<file path="src/rtl/square_game_ctrl.sv">
// Game-flow controller for the square dodging game: start/collision handling,
// scoring, lives and the post-hit blink window, all outputs registered.
module square_game_ctrl #(
  parameter int LIVES        = 3,
  parameter int SCORE_FRAMES = 60,
  parameter int HIT_FRAMES   = 60
) (
  input  logic        i_clk,
  input  logic        i_rst,
  input  logic        i_ani_stb,
  input  logic        i_start,
  input  logic [11:0] i_px1,
  input  logic [11:0] i_px2,
  input  logic [11:0] i_py1,
  input  logic [11:0] i_py2,
  input  logic [11:0] i_ex1,
  input  logic [11:0] i_ex2,
  input  logic [11:0] i_ey1,
  input  logic [11:0] i_ey2,
  output logic        o_animate,
  output logic        o_sq_rst,
  output logic [1:0]  o_state,
  output logic [7:0]  o_score,
  output logic [1:0]  o_lives,
  output logic        o_flash
);

  localparam int MAXF = (SCORE_FRAMES > HIT_FRAMES) ? SCORE_FRAMES : HIT_FRAMES;
  localparam int CW   = ($clog2(MAXF + 1) > 4) ? $clog2(MAXF + 1) : 4;

  typedef enum logic [1:0] {S_IDLE = 2'd0, S_PLAY = 2'd1, S_HIT = 2'd2, S_OVER = 2'd3} state_t;

  state_t          r_state, w_nstate;
  logic [CW-1:0]   r_cnt, w_ncnt;
  logic [7:0]      r_score, w_nscore;
  logic [1:0]      r_lives, w_nlives;
  logic            r_animate, r_sq_rst, r_flash, w_nsq_rst;
  logic            r_sync1, r_sync2, r_prev, r_fill, r_armed;
  logic            w_start_ev, w_coll;

  // r_armed only sets after a genuine post-reset low sample, so a button held
  // through reset has to be released before it can start a game.
  assign w_start_ev = r_sync2 & ~r_prev & r_armed;
  assign w_coll = (i_px1 < i_ex2) && (i_ex1 < i_px2) && (i_py1 < i_ey2) && (i_ey1 < i_py2);

  always_comb begin
    w_nstate  = r_state;
    w_ncnt    = r_cnt;
    w_nscore  = r_score;
    w_nlives  = r_lives;
    w_nsq_rst = 1'b0;
    case (r_state)
      S_IDLE: begin
        if (w_start_ev) begin
          w_nstate  = S_PLAY;
          w_nlives  = 2'(LIVES);
          w_nscore  = 8'd0;
          w_ncnt    = '0;
          w_nsq_rst = 1'b1;
        end
      end
      S_PLAY: begin
        if (i_ani_stb) begin
          if (w_coll) begin
            w_nlives = r_lives - 2'd1;
            w_ncnt   = '0;
            w_nstate = (r_lives == 2'd1) ? S_OVER : S_HIT;
          end else if (r_cnt == CW'(SCORE_FRAMES - 1)) begin
            w_ncnt = '0;
            if (r_score != 8'hFF) w_nscore = r_score + 8'd1;
          end else begin
            w_ncnt = r_cnt + CW'(1);
          end
        end
      end
      S_HIT: begin
        if (i_ani_stb) begin
          if (r_cnt == CW'(HIT_FRAMES - 1)) begin
            w_ncnt    = '0;
            w_nsq_rst = 1'b1;
            w_nstate  = S_PLAY;
          end else begin
            w_ncnt = r_cnt + CW'(1);
          end
        end
      end
      S_OVER: begin
        if (w_start_ev) w_nstate = S_IDLE;
      end
    endcase
  end

  always_ff @(posedge i_clk) begin
    if (i_rst) begin
      r_state   <= S_IDLE;
      r_cnt     <= '0;
      r_score   <= 8'd0;
      r_lives   <= 2'd0;
      r_animate <= 1'b0;
      r_sq_rst  <= 1'b0;
      r_flash   <= 1'b0;
      r_sync1   <= 1'b0;
      r_sync2   <= 1'b0;
      r_prev    <= 1'b0;
      r_fill    <= 1'b0;
      r_armed   <= 1'b0;
    end else begin
      r_sync1   <= i_start;
      r_sync2   <= r_sync1;
      r_prev    <= r_sync2;
      r_fill    <= 1'b1;
      if (r_fill && !r_sync1) r_armed <= 1'b1;
      r_state   <= w_nstate;
      r_cnt     <= w_ncnt;
      r_score   <= w_nscore;
      r_lives   <= w_nlives;
      r_animate <= (w_nstate == S_PLAY);
      r_sq_rst  <= w_nsq_rst;
      r_flash   <= (w_nstate == S_HIT) && !w_ncnt[3];
    end
  end

  assign o_state   = r_state;
  assign o_score   = r_score;
  assign o_lives   = r_lives;
  assign o_animate = r_animate;
  assign o_sq_rst  = r_sq_rst;
  assign o_flash   = r_flash;

endmodule

</file>
<file path="config.mk">
export PLATFORM = sky130hd
export DESIGN_NAME = square_game_ctrl
export DESIGN_NICKNAME = d
export VERILOG_FILES = /design/src/rtl/square_game_ctrl.sv
export SDC_FILE = /design/constraint.sdc
export NUM_CORES = 1
export LEC_CHECK = 0
export CORE_ASPECT_RATIO = 1.75
export CORE_UTILIZATION = 42
export DETAILED_ROUTE_END_ITERATION = 16
export PLACE_DENSITY = 0.93
export SYNTH_ARGS = -nofsm -noshare
export SYNTH_HDL_FRONTEND = slang
export SYNTH_SLANG_ARGS = --single-unit
</file>
<file path="constraint.sdc">
create_clock -name i_clk -period 3 [get_ports i_clk]
set_input_delay 0.6 -clock i_clk [delete_from_list [all_inputs] [get_ports i_clk]]
set_output_delay 0.6 -clock i_clk [all_outputs]
set_load 0.01 [all_outputs]
</file>
==> summary.txt <==
Status
  – Outcome: completed

Route
  – DRC Markers: 0
  – 1st-iter DRT viols: 96
  – Via count: 2,817
  – Drt pass-1 iters: 5
  – Via-to-Cell Ratio: 5.48
  – DRT Wirelength: 8.16 mm
  – Routed WL per cell: 15.9 µm
  – ANT nets after route: 0

Global routing
  – Overall Global Routing Usage: 0.267
  – Grt total ovfl: 0
  – Vias in the first global route: 2,985
  – Initial antenna violation count: 0
  – Largest net degree at the start of global routing: 16
  – First-pass GRT wire length: 12.6 mm

Timing
  – Max_slew headroom: 0.519
  – Final setup TNS: 0 ps
  – Final Slew Violations: 0
  – Worst-Margin Slew: 713 ps
  – Tmin final: 2960 ps
  – Final hold vios: 0
  – Worst Skew: 6.55 ps
  – Period utilization: 0.985
  – RSZ-0062 raised after global routing: yes
  – Setup violators final: 0
  – Peak clock frequency supported by timing: 338 MHz

Worst setup path
  – Critical Path AT: 3120 ps
  – Cell repeated most along the worst path: buf_4
  – Critical path's top delay family: compound AO/OA/AOI/OAI gates
  – Crit-path max FO: 7
  – CP max-delay cell: clkdlybuf4s50_1
  – Worst Path Buf+Inv: 4
  – Slowest stage delay, CP: 450 ps
  – Crit Path Category: input port to flip-flop
  – WP data required: 3160 ps
  – Cell chain of the critical path: clkdlybuf4s50_1 -> inv_1 -> ha_1 -> nand2_1 -> nor3_1 -> o2111ai_1 -> o32ai_4 -> buf_4 -> nor4_4 -> buf_4 -> o211a_1 -> a211oi_1
  – CP Capture Type: flip-flop
  – Worst setup SP type: input port

Clock network
  – Cts hold-fix bufs: 0
  – H-tree depth: 1
  – CTS buffer count: 3
  – # Post-CTS Setup Buffers: 0
  – Clk pin slew, worst setup/hold paths: 90 ps
  – Clk root buf: clkbuf_8
  – CTS tree: built
  – Post-cts repair resize count: 0
  – Clock tree buffer depth: 2
  – CTS sink cnt: 26
  – Worst-Skew Late Latency: 270 ps

Die
  – DIE HEIGHT: 103 µm
  – I/O pin cnt: 115
  – Core area: 0.00563 mm²
  – Chip width: 59.9 µm
  – Die area: 0.00619 mm²
  – Starting density of the core: 0.437
  – Num rows: 36

Logic synthesis
  – Number of distinct library cells after synthesis: 50
  – Yosys reg bits: 26
  – Post-Synthesis Net Count: 458
  – Cell accounting for the most synthesized area: ha_1
  – Largest cells by area after synthesis: ha_1 (24%), dfxtp_1 (21%), inv_1 (7.9%), a21oi_1 (6.5%), nand2_1 (4.4%)
  – Avg Inst Size Synth: 7.92 µm²
  – Dominant synthesized flop cell: dfxtp_1
  – Async SR Flop Fraction: 0
  – Post-synth top area share: 0.239
  – Post-Synthesis Cells: 311
  – Post-synthesis sequential area ratio: 0.211
  – Post-synth EDFFs: 0
  – Netlist Area Pre-Place: 0.00246 mm²
  – Synth Warn #: 0

Cells and area
  – Most frequent cells in the layout: clkdlybuf4s50_1 (114), inv_1 (52), ha_1 (47)
  – Most common cell after layout, fill and taps aside: clkdlybuf4s50_1
  – Reg area: 520 µm²
  – Fillers: 442
  – Final nets: 586
  – Area grow syn2layout: 56.7%
  – Final core utilization: 0.685
  – Layout cells sized above 1: 0.0708
  – Multi-input logic area: 0.00173 mm²
  – N_diodes: 0

Job
  – Max_cap viols: 0

Min path
  – Worst Hold Class: flip-flop to flip-flop

Place
  – Placer Congestion: 0.904
  – I/O Buffers: 114
  – DP Wirelength: 6.53 mm

Pwr
  – Max VDD drop: 379 µV
  – Leak: 1.70 nW
  – Power per cell area: 258 mW/mm²
flip-flops by register name (all words and copies together) (netlist names):
name,flops
r_armed,1
o_flash,1
o_state,2
o_lives,2
r_sync1,1
o_animate,1
r_cnt,6
o_sq_rst,1
r_sync2,1
r_fill,1
r_prev,1
o_score,8
cells by family (layout without fill, tap and decap cells):
| logic type | Yosys count | after routing | synth area share |
|---|---|---|---|
| flip-flops | 26 | 26 | 0.211 |
| AO/OA/AOI/OAI | 76 | 76 | 0.225 |
| adder cells (fa/ha/maj) | 47 | 47 | 0.239 |
| multiplexers | 2 | 2 | 0.00813 |
| XOR/XNOR | 1 | 1 | 0.00356 |
| buffers and inverters | 57 | 184 | 0.0930 |
| AND/OR/NAND/NOR | 102 | 102 | 0.220 |
worst register-to-register path, stage by stage, from the launching register on:
cell and delay, ps:
dfxtp_1 380, ha_1 210, and4b_1 270, nand3_1 160
a311o_1 360, a21oi_2 190, o41ai_4 120, buf_6 150
or4_1 470, a21oi_1 160
routing by layer:
| layer | up-vias | wire length [µm] | global-route usage |
|---|---|---|---|
| li1 | 1358 | - | - |
| met1 | 1278 | 2820 | 0.240 |
| met2 | 137 | 4230 | 0.503 |
| met3 | 44 | 630 | 0.0672 |
| met4 | 0 | 484 | 0.179 |
| met5 | - | 0 | 0 |
cell usage after synthesis (3+ instances only):
library cell / instances
nor2b_1: 4
nand2_1: 29
a22oi_1: 3
inv_1: 52
o21ai_0: 8
o211ai_1: 3
a21o_1: 3
dfxtp_1: 26
nor3_1: 6
ha_1: 47
nand3_1: 10
a211oi_1: 5
nand2b_1: 3
o31ai_1: 3
or3_1: 7
or4_1: 4
nor4_1: 6
clkbuf_1: 3
nor2_1: 16
a21oi_1: 32
nand4_1: 3
o21ai_1: 3
path summary, 6_finish.rpt:
check / startpoint / to / slack [ps] / depth (start not counted)
max reg2reg: r_cnt[0] / o_score[7] / 450 / 9
max: i_py2[9] / o_animate / 40 / 12
min reg2reg: r_sync1 / r_sync2 / 450 / 2
min: r_sync1 / r_sync2 / 450 / 2
per-stage QoR:
step / total power [W] / worst slack [ps] / cells / hold slack, ps / instance area [µm²]
global route: 0.00105 / -28.7 / 514 / 479 / 3860
detailed placement: 0.000704 / -254 / 509 / 437 / 3760
floorplan: 0.000507 / 373 / 311 / 410 / 2460
finish: 0.000994 / 45.0 / 514 / 449 / 3860
CTS: 0.000994 / 5.39 / 513 / 452 / 3830
global placement: 0.000684 / -168 / 509 / 436 / 3760
report_power, final:
group / internal (W) / switching (W)
combinational: 0.000206 / 0.000143
clock: 0.000179 / 0.000112
sequential: 0.000351 / 0.00000373
total: 0.000735 / 0.000259
layout make-up:
cell class / count / area share
multi-input combinational: 228 / 0.447
timing repair buffer: 128 / 0.324
sequential: 26 / 0.135
inverter: 52 / 0.0506
tap: 76 / 0.0247
clock buffer: 3 / 0.0107
clock inverter: 1 / 0.00778
No activity file was read; power rests on OpenSTA's default activity.
